`config.mk`:
```
export PLATFORM = sky130hd
export DESIGN_NAME = turbosound_ctrl
export DESIGN_NICKNAME = d
export VERILOG_FILES = /design/src/rtl/turbosound_ctrl.sv
export SDC_FILE = /design/constraint.sdc
export NUM_CORES = 1
export LEC_CHECK = 0
export ABC_AREA = 1
export CELL_PAD_IN_SITES_DETAIL_PLACEMENT = 1
export CELL_PAD_IN_SITES_GLOBAL_PLACEMENT = 1
export CORE_MARGIN = 2
export CORE_UTILIZATION = 43
export DETAILED_ROUTE_END_ITERATION = 16
export DONT_BUFFER_PORTS = 1
export GPL_TIMING_DRIVEN = 0
export PLACE_DENSITY_LB_ADDON = 0.1
export SYNTH_ARGS = -nofsm -noshare
export SYNTH_HDL_FRONTEND = slang
export SYNTH_SLANG_ARGS = --single-unit
```
`constraint.sdc`:
```
create_clock -name CLK -period 1.7 [get_ports CLK]
set_clock_uncertainty 0.15 [all_clocks]
set_input_delay 0.34 -clock CLK [delete_from_list [all_inputs] [get_ports CLK]]
set_output_delay 0.34 -clock CLK [all_outputs]
set_load 0.03 [all_outputs]
```
`src/rtl/turbosound_ctrl.sv`:
```
// TurboSound bus sequencer: shares the #FFFD/#BFFD PSG port pair between two YM2149 chips.
// Optional build macro TS_MODE_CTRL_EN: ADDR-port bytes #FD/#FC set MODE_OUT instead of strobing.
module turbosound_ctrl #(
  parameter int unsigned CE_DIV       = 16,
  parameter int unsigned HOLD_CYCLES  = 2,
  parameter bit          DEFAULT_MODE = 1'b0
) (
  input  logic        CLK,
  input  logic        RESET_N,
  input  logic [15:0] BUS_A,
  input  logic [7:0]  BUS_DI,
  input  logic        BUS_IORQ_N,
  input  logic        BUS_RD_N,
  input  logic        BUS_WR_N,
  input  logic        BUS_M1_N,
  input  logic [7:0]  PSG_DO0,
  input  logic [7:0]  PSG_DO1,
  output logic        PSG_CE,
  output logic [7:0]  PSG_DI,
  output logic        PSG_BDIR0,
  output logic        PSG_BC0,
  output logic        PSG_BDIR1,
  output logic        PSG_BC1,
  output logic        MODE_OUT,
  output logic        CHIP_SEL,
  output logic [7:0]  BUS_DO,
  output logic        BUS_DO_OE
);

  typedef enum logic [2:0] {StIdle, StCapture, StStrobe, StRelease, StWaitEnd} state_e;

  state_e     state_q, state_d;
  logic [1:0] iorq_sync_q, rd_sync_q, wr_sync_q;
  logic       armed_q, armed_d;
  logic [7:0] div_q, div_d;
  logic       ce_q;
  logic [7:0] psg_di_q;
  logic       is_addr_q, chip_sel_q;
  logic [3:0] hold_q;
  logic       iorq_s, iow, ior, iow_rise;
  logic       addr_dec, data_dec, intercept, read_en;
  logic       unused_addr;

  assign unused_addr = ^{BUS_A[13:2], BUS_A[0]};

  // IORQ sync resets to "asserted" and armed_q only sets once IORQ is seen high, so a
  // cycle still in progress when reset is released never looks like a fresh edge.
  always_ff @(posedge CLK or negedge RESET_N) begin
    if (!RESET_N) begin
      iorq_sync_q <= 2'b00;
      rd_sync_q   <= 2'b11;
      wr_sync_q   <= 2'b11;
      armed_q     <= 1'b0;
    end else begin
      iorq_sync_q <= {iorq_sync_q[0], BUS_IORQ_N};
      rd_sync_q   <= {rd_sync_q[0], BUS_RD_N};
      wr_sync_q   <= {wr_sync_q[0], BUS_WR_N};
      armed_q     <= armed_d;
    end
  end

  assign iorq_s   = iorq_sync_q[1];
  assign iow      = !iorq_s && !wr_sync_q[1] && BUS_M1_N;
  assign ior      = !iorq_s && !rd_sync_q[1] && BUS_M1_N;
  assign armed_d  = iorq_s ? 1'b1 : (iow ? 1'b0 : armed_q);
  assign iow_rise = iow && armed_q;
  assign addr_dec = (BUS_A[15:14] == 2'b11) && !BUS_A[1];
  assign data_dec = (BUS_A[15:14] == 2'b10) && !BUS_A[1];

  // Free-running clock-enable divider; ce_q mirrors "count is zero" as a register.
  assign div_d = (div_q == 8'd0) ? 8'(CE_DIV - 1) : div_q - 8'd1;

  always_ff @(posedge CLK or negedge RESET_N) begin
    if (!RESET_N) begin
      div_q <= 8'd0;
      ce_q  <= 1'b0;
    end else begin
      div_q <= div_d;
      ce_q  <= (div_d == 8'd0);
    end
  end

  always_comb begin
    intercept = addr_dec && (BUS_DI == 8'hFF || BUS_DI == 8'hFE);
`ifdef TS_MODE_CTRL_EN
    intercept = intercept || (addr_dec && (BUS_DI == 8'hFD || BUS_DI == 8'hFC));
`endif
  end

  always_ff @(posedge CLK or negedge RESET_N) begin
    if (!RESET_N) begin
      state_q <= StIdle;
    end else begin
      state_q <= state_d;
    end
  end

  always_comb begin
    state_d = state_q;
    unique case (state_q)
      StIdle:    if (iow_rise && (addr_dec || data_dec)) state_d = StCapture;
      StCapture: state_d = intercept ? StWaitEnd : StStrobe;
      StStrobe:  if (hold_q == 4'd0) state_d = StRelease;
      StRelease: state_d = StWaitEnd;
      StWaitEnd: if (iorq_s) state_d = StIdle;
      default:   state_d = StIdle;
    endcase
  end

  always_ff @(posedge CLK or negedge RESET_N) begin
    if (!RESET_N) begin
      psg_di_q   <= 8'd0;
      is_addr_q  <= 1'b0;
      chip_sel_q <= 1'b0;
      hold_q     <= 4'd0;
    end else if (state_q == StCapture) begin
      psg_di_q  <= BUS_DI;
      is_addr_q <= addr_dec;
      hold_q    <= 4'(HOLD_CYCLES - 1);
      if (addr_dec && BUS_DI == 8'hFF) chip_sel_q <= 1'b0;
      if (addr_dec && BUS_DI == 8'hFE) chip_sel_q <= 1'b1;
    end else if (state_q == StStrobe && hold_q != 4'd0) begin
      hold_q <= hold_q - 4'd1;
    end
  end

`ifdef TS_MODE_CTRL_EN
  logic mode_q;

  always_ff @(posedge CLK or negedge RESET_N) begin
    if (!RESET_N) begin
      mode_q <= DEFAULT_MODE;
    end else if (state_q == StCapture && addr_dec) begin
      if (BUS_DI == 8'hFD) mode_q <= 1'b1;
      if (BUS_DI == 8'hFC) mode_q <= 1'b0;
    end
  end

  assign MODE_OUT = mode_q;
`else
  assign MODE_OUT = DEFAULT_MODE;
`endif

  assign read_en = ior && addr_dec && (state_q == StIdle);

  // Write strobe wins over the read path; the two never share a CPU cycle.
  always_comb begin
    PSG_BDIR0 = 1'b0;
    PSG_BC0   = 1'b0;
    PSG_BDIR1 = 1'b0;
    PSG_BC1   = 1'b0;
    BUS_DO    = 8'hFF;
    BUS_DO_OE = 1'b0;
    if (state_q == StStrobe) begin
      if (chip_sel_q) begin
        PSG_BDIR1 = 1'b1;
        PSG_BC1   = is_addr_q;
      end else begin
        PSG_BDIR0 = 1'b1;
        PSG_BC0   = is_addr_q;
      end
    end else if (read_en) begin
      BUS_DO_OE = 1'b1;
      if (chip_sel_q) begin
        PSG_BC1 = 1'b1;
        BUS_DO  = PSG_DO1;
      end else begin
        PSG_BC0 = 1'b1;
        BUS_DO  = PSG_DO0;
      end
    end
  end

  assign PSG_CE   = ce_q;
  assign PSG_DI   = psg_di_q;
  assign CHIP_SEL = chip_sel_q;

endmodule

```
==> out/metrics.cfg, run 1 <==
[yosys]
synth_fp_nets = 255
syn_inst = 205
yosysWarnings = 0
yosys.cell_types.count = 26
synth_top_area_cell = dfrtp_1
synth_seq_cells = 33
synth_top_area_share_pct = 44.21
synth-seq-area-share_pct = 50.61
synth.avg_cell_area_um2 = 8.008
ys_top_cells_by_area = dfrtp_1 (44%), nand2_1 (14%), nand3_1 (6.7%)
synth_area_um2 = 1642

[pwr]
vdd_drop_max_v = 0.0008515
power.density_nw_per_um2 = 1343
p_leak_nw = 0.9828

[cts]
htreeDepth = 2
clk_latency_ps = 280
numCtsBuffers = 5
path_clk_slew_ps = 60
cts_tree = built
clock_sinks = 33
clk_path_buf_depth = 2
cts_root_buffer = clkbuf_8

[setup_path]
slowest_delay_ps = 390
cp-start-kind = register
worstPathArrival_ps = 1470
cpMaxStageDelayCell = dfrtp_1
crit_top_cell = inv_2
path_cells = inv_2 -> nand2_4 -> inv_2 -> nand2_2 -> inv_2 -> nand3_4 -> clkinvlp_4 -> nand3_4
path_max_fanout = 4
cp.required_ps = 1210
critPathKind = register to output pin
endpoint_kind = output pin

[final_layout]
drive_gt1_share_pct = 30.26
final_common_cell = nand2_1
nFillCells = 439
nNetsFinal = 277
num_antenna_cells = 0
fin_util_pct = 57.72
fin_cells = 276
layout_common_cells = nand2_1 (60), dfrtp_1 (28), inv_1 (15), nor2_1 (14), nand3_1 (13)
design_area_um2 = 2113
area_growth_pct = 28.73

[floorplanning]
die_y_um = 65.79
coreArea_um2 = 3661
ios = 70
die_x_um = 65.79
rows = 22
die_area_um2 = 4328
start_util_pct = 44.84

[sta]
grt_setup_unrepaired = yes
period_share_pct = 115.2
period_needed_ps = 1958
slew_viol_final = 0
hold_viol_final = 0
setup-violations-final = 13
finalWorstSetupSlack_ps = -257.8
fmax_mhz = 510.8

[status]
outcome = complete, but fails checks
violations = negative setup slack

[routing]
drtPass1Iterations = 4
drc_errors = 0
drt_iter0_drc = 37
wl_per_cell_um = 15.12
vias_per_cell = 5.022
vias = 1386
ant_nets = 0
wl_um = 4173

[grt]
grt_pass1_wl_um = 6699
antenna_found_initial = 0
first_global_vias = 1459
grt_max_degree = 34
overflow = 0
grtUsageTotal_pct = 21.36

[run]
drv_cap = 0

[placed_design]
place.port_buffers = 0
dp.cells = 253
place_hpwl_um = 2779
routabilityCongestion = 0.8358
dpl-instance-area_um2 = 1708

[worst_hold_path]
hold_path.class = input pin to register

-- layer usage --
| metal | share of wire, % | up-vias | GRT usage [%] |
|---|---|---|---|
| met5 | 0 | - | 0 |
| met4 | 1.7 | 0 | 7.813 |
| met3 | 6.0 | 8 | 5.792 |
| met2 | 53 | 43 | 37.12 |
| met1 | 39 | 653 | 25.14 |
| li1 | - | 682 | - |
-- per-stage QoR --
stage	setup TNS (ps)	hold WS, ps	total power [mW]	worst slack (ps)
after detailed placement	-2333	-105.0	2.031	-245.1
after global placement	-1823	-104.9	1.980	-190.5
after CTS	-2477	16.16	2.820	-246.4
after floorplan	-858.3	-105.6	1.865	-95.71
final	-2549	22.12	2.839	-257.8
after global routing	-3373	32.14	3.055	-321.7
-- layout make-up --
class                           count  area, µm²  area share (%)
Buffer                              4      27.53           1.303
Clock buffer                        6      72.57           3.434
Clock inverter                      2      10.01          0.4737
Inverter                           29      121.4           5.743
Multi-Input combinational cell    139      848.3           40.14
Sequential cell                    33      832.0           39.37
Tap cell                           48      60.06           2.842
Timing Repair Buffer               14      133.9           6.335
Timing Repair inverter              1      7.507          0.3552
-- worst max-delay path, delay by kind of cell (launching register included) --
| kind | cells | cell delay [ps] |
|---|---|---|
| buf+inv | 4 | 390 |
| flops | 1 | 390 |
| simple gates | 4 | 400 |
-- synth_stat cells, drive strengths merged --
cell type	instances
a21oi	4
xor2	1
or2	1
ha	4
dfrtp	29
nor3	4
clkbuf	1
o311ai	1
conb	1
dfstp	4
inv	28
buf	3
nand4	5
nand3	22
nand2	67
clkinv	1
nor2	22
nand3b	1
o21ai	6
-- cells by family (layout without fill, tap and decap cells) --
| family | count (synthesis) | in the layout | share of synthesized area (%) |
|---|---|---|---|
| xor gates and xnor gates | 1 | 1 | 0.5336 |
| adders and majority gates | 4 | 4 | 3.049 |
| buffers and inverters | 33 | 56 | 7.927 |
| and+or+nand+nor | 122 | 122 | 34.07 |
| DFF | 33 | 33 | 50.61 |
| AOI/OAI and AO/OA | 11 | 11 | 3.583 |
| other | 1 | 1 | 0.2284 |
-- state kept, by name (all words and copies together), names as in the netlist --
| signal | count |
|---|---|
| wr_sync_q | 2 |
| hold_q | 4 |
| CHIP_SEL | 1 |
| armed_q | 1 |
| div_q | 8 |
| rd_sync_q | 2 |
| state_q | 3 |
| iorq_sync_q | 2 |
| PSG_DI | 8 |
| is_addr_q | 1 |
| PSG_CE | 1 |
-- report_power, final --
group | switching, mW | internal [mW] | leakage, nW | total [mW]
clock network | 0.275 | 0.283 | 0.0450 | 0.558
registers | 0.310 | 0.983 | 0.394 | 1.29
logic | 0.604 | 0.385 | 0.544 | 0.989
total | 1.19 | 1.65 | 0.983 | 2.84
-- what timing repair did --
action	CTS	global route
hold buffers	6	0
hold endpoints to repair	37	0
endpoints found under the setup margin	13	15
gates cloned	1	0
setup buffers	6	2
pin swaps	8	4
gates resized for setup	39	3
-- final timing paths --
kind	startpoint	end	slack, ps	depth (start not counted)
min	BUS_DI[4]	PSG_DI[4]	20	2
min in group asynchronous	RESET_N	div_q[0]	380	2
max in group asynchronous	RESET_N	rd_sync_q[0]	780	2
max	state_q[2]	BUS_DO[6]	-260	8
max reg2reg	div_q[0]	PSG_CE	140	6
min reg2reg	iorq_sync_q[0]	iorq_sync_q[1]	200	0
Note: power is estimated with default switching activity, not from simulation.
==> inputs of run 2 (changes only) <==
--- a/config.mk
+++ b/config.mk
@@ -8,7 +8,6 @@
 export ABC_AREA = 1
 export CELL_PAD_IN_SITES_DETAIL_PLACEMENT = 1
 export CELL_PAD_IN_SITES_GLOBAL_PLACEMENT = 1
-export CORE_MARGIN = 2
 export CORE_UTILIZATION = 43
 export DETAILED_ROUTE_END_ITERATION = 16
 export DONT_BUFFER_PORTS = 1
==> run 2 against run 1 <==
  * The flow still finishes with violations (negative setup slack)
  * Sequential power about the same
  * Fmax decreased by 2.0%
  * Final cell count unchanged
  * Combinational power up 10%
  * Power rose by 4.5%
  * Critical endpoint is now BUS_DO[4]
  * Largest cell class unchanged
==> out/metrics.cfg, run 2 (same netlist as run 1, synthesis figures left out) <==
[grt]
overflow = 0
antenna_found_initial = 0
grtUsageTotal_pct = 22.87
grt_pass1_wl_um = 6989
grt_max_degree = 34
first_global_vias = 1506

[final_layout]
fin_cells = 276
nNetsFinal = 277
area_growth_pct = 30.26
num_antenna_cells = 0
final_common_cell = nand2_1
nFillCells = 438
register_area_um2 = 833.3
drive_gt1_share_pct = 30.70
design_area_um2 = 2138
multiInputGateArea_um2 = 867.1
layout_common_cells = nand2_1 (61), dfrtp_1 (27), inv_1 (15), nor2_1 (14)

[pwr]
power.share.switching_pct = 42.38
p_leak_nw = 0.9787
p_sw_mw = 1.258
pwr-share-clk_pct = 19.4
p_int_mw = 1.710
combPwrFrac_pct = 36.9
vdd_drop_max_v = 0.0008251
p_seq_share_pct = 43.8
power.density_nw_per_um2 = 1388

[routing]
drc_errors = 0
drt_iter0_drc = 39
wl_per_cell_um = 15.41
drtPass1Iterations = 4
ant_nets = 0
vias_per_cell = 5.120
wl_um = 4254
vias = 1413

[sta]
hold_ws_ps = 15.60
finalSetupTns_ps = -2994
finalWorstSetupSlack_ps = -297.8
slew_viol_final = 0
fmax_mhz = 500.6
hold_viol_final = 0
grt_setup_unrepaired = yes
period_share_pct = 117.5
setup-violations-final = 13
period_needed_ps = 1998

[cts]
cts_tree = built
clk_latency_ps = 290
cts_root_buffer = clkbuf_8
path_clk_slew_ps = 80
numCtsBuffers = 5
clock_sinks = 33
htreeDepth = 2
clk_path_buf_depth = 2

[setup_path]
endpoint_kind = output pin
worstPathArrival_ps = 1510
cp.required_ps = 1210
cp-start-kind = register
path_max_fanout = 4
critPathKind = register to output pin

[run]
drv_cap = 0

[floorplanning]
coreArea_um2 = 3661
start_util_pct = 44.84
rows = 22
ios = 70
die_y_um = 63.79
die_area_um2 = 4069
die_x_um = 63.79

[placed_design]
dp.cells = 253
routabilityCongestion = 0.7794
preCtsSetupSlack_ps = -241.8
place.port_buffers = 0
dpl-instance-area_um2 = 1708
place_hpwl_um = 2795

[status]
violations = negative setup slack
outcome = complete, but fails checks

[worst_hold_path]
hold_path.class = input pin to register

[run 2: worst paths after layout]
path | to | slack (ps) | start | cells after the start
worst min register to register | iorq_sync_q[1] | 210 | iorq_sync_q[0] | 0
worst max register to register | state_q[2] | 30 | state_q[2] | 6
worst min-delay path | PSG_DI[0] | 20 | BUS_DI[0] | 2
min in group asynchronous | state_q[2] | 350 | RESET_N | 2
max in group asynchronous | rd_sync_q[0] | 800 | RESET_N | 2
worst max-delay path | BUS_DO[4] | -300 | state_q[2] | 8
[run 2: cell type report]
cell class | count | share of cell area (%)
Buffer | 4 | 1.463
Sequential cell | 33 | 38.97
Clock buffer | 7 | 3.569
Inverter | 29 | 5.617
Timing Repair inverter | 1 | 0.3511
Tap cell | 48 | 2.809
Multi-Input combinational cell | 139 | 40.55
Clock inverter | 1 | 0.2341
Timing Repair Buffer | 14 | 6.437
[run 2: through the flow]
step,total power [mW],util [%]
finish,2.967,58.41
global placement,1.975,46.65
global route,3.166,58.41
CTS,2.842,56.97
floorplan,1.865,-
detailed placement,2.029,46.65
[run 2: power by group through the flow]
stage / Clock (mW) / Combinational [mW] / Sequential, mW
detailed placement: 0 / 0.716 / 1.31
global route: 0.613 / 1.23 / 1.32
finish: 0.574 / 1.09 / 1.30
CTS: 0.584 / 0.962 / 1.30
floorplan: 0 / 0.584 / 1.28
global placement: 0 / 0.672 / 1.30
[run 2: layer usage]
layer / part of all wire (%) / GRT usage (%) / wire length (µm)
met1: 40 / 26.25 / 1691
met2: 52 / 39.63 / 2227
met3: 4.4 / 5.893 / 189
met4: 3.4 / 10.51 / 146
met5: 0 / 0 / 0
[run 2: repair_timing]
item                                    4_1_cts  5_1_grt
resized for setup                            38       10
endpoints found under the setup margin       13       15
setup buffers                                 6        3
endpoints found under the hold margin        37        0
gates cloned                                  1        0
pin swaps                                     6        8
hold buffers                                  6        0
[run 2: critical path, cell delays in order, from the launching register on]
cell and delay, ps:
dfrtp_1 410, inv_2 80, nand2_4 60, inv_2 60, nand2_2 50, inv_2 70, nand3_4 150, clkinvlp_4 200
nand3_4 150
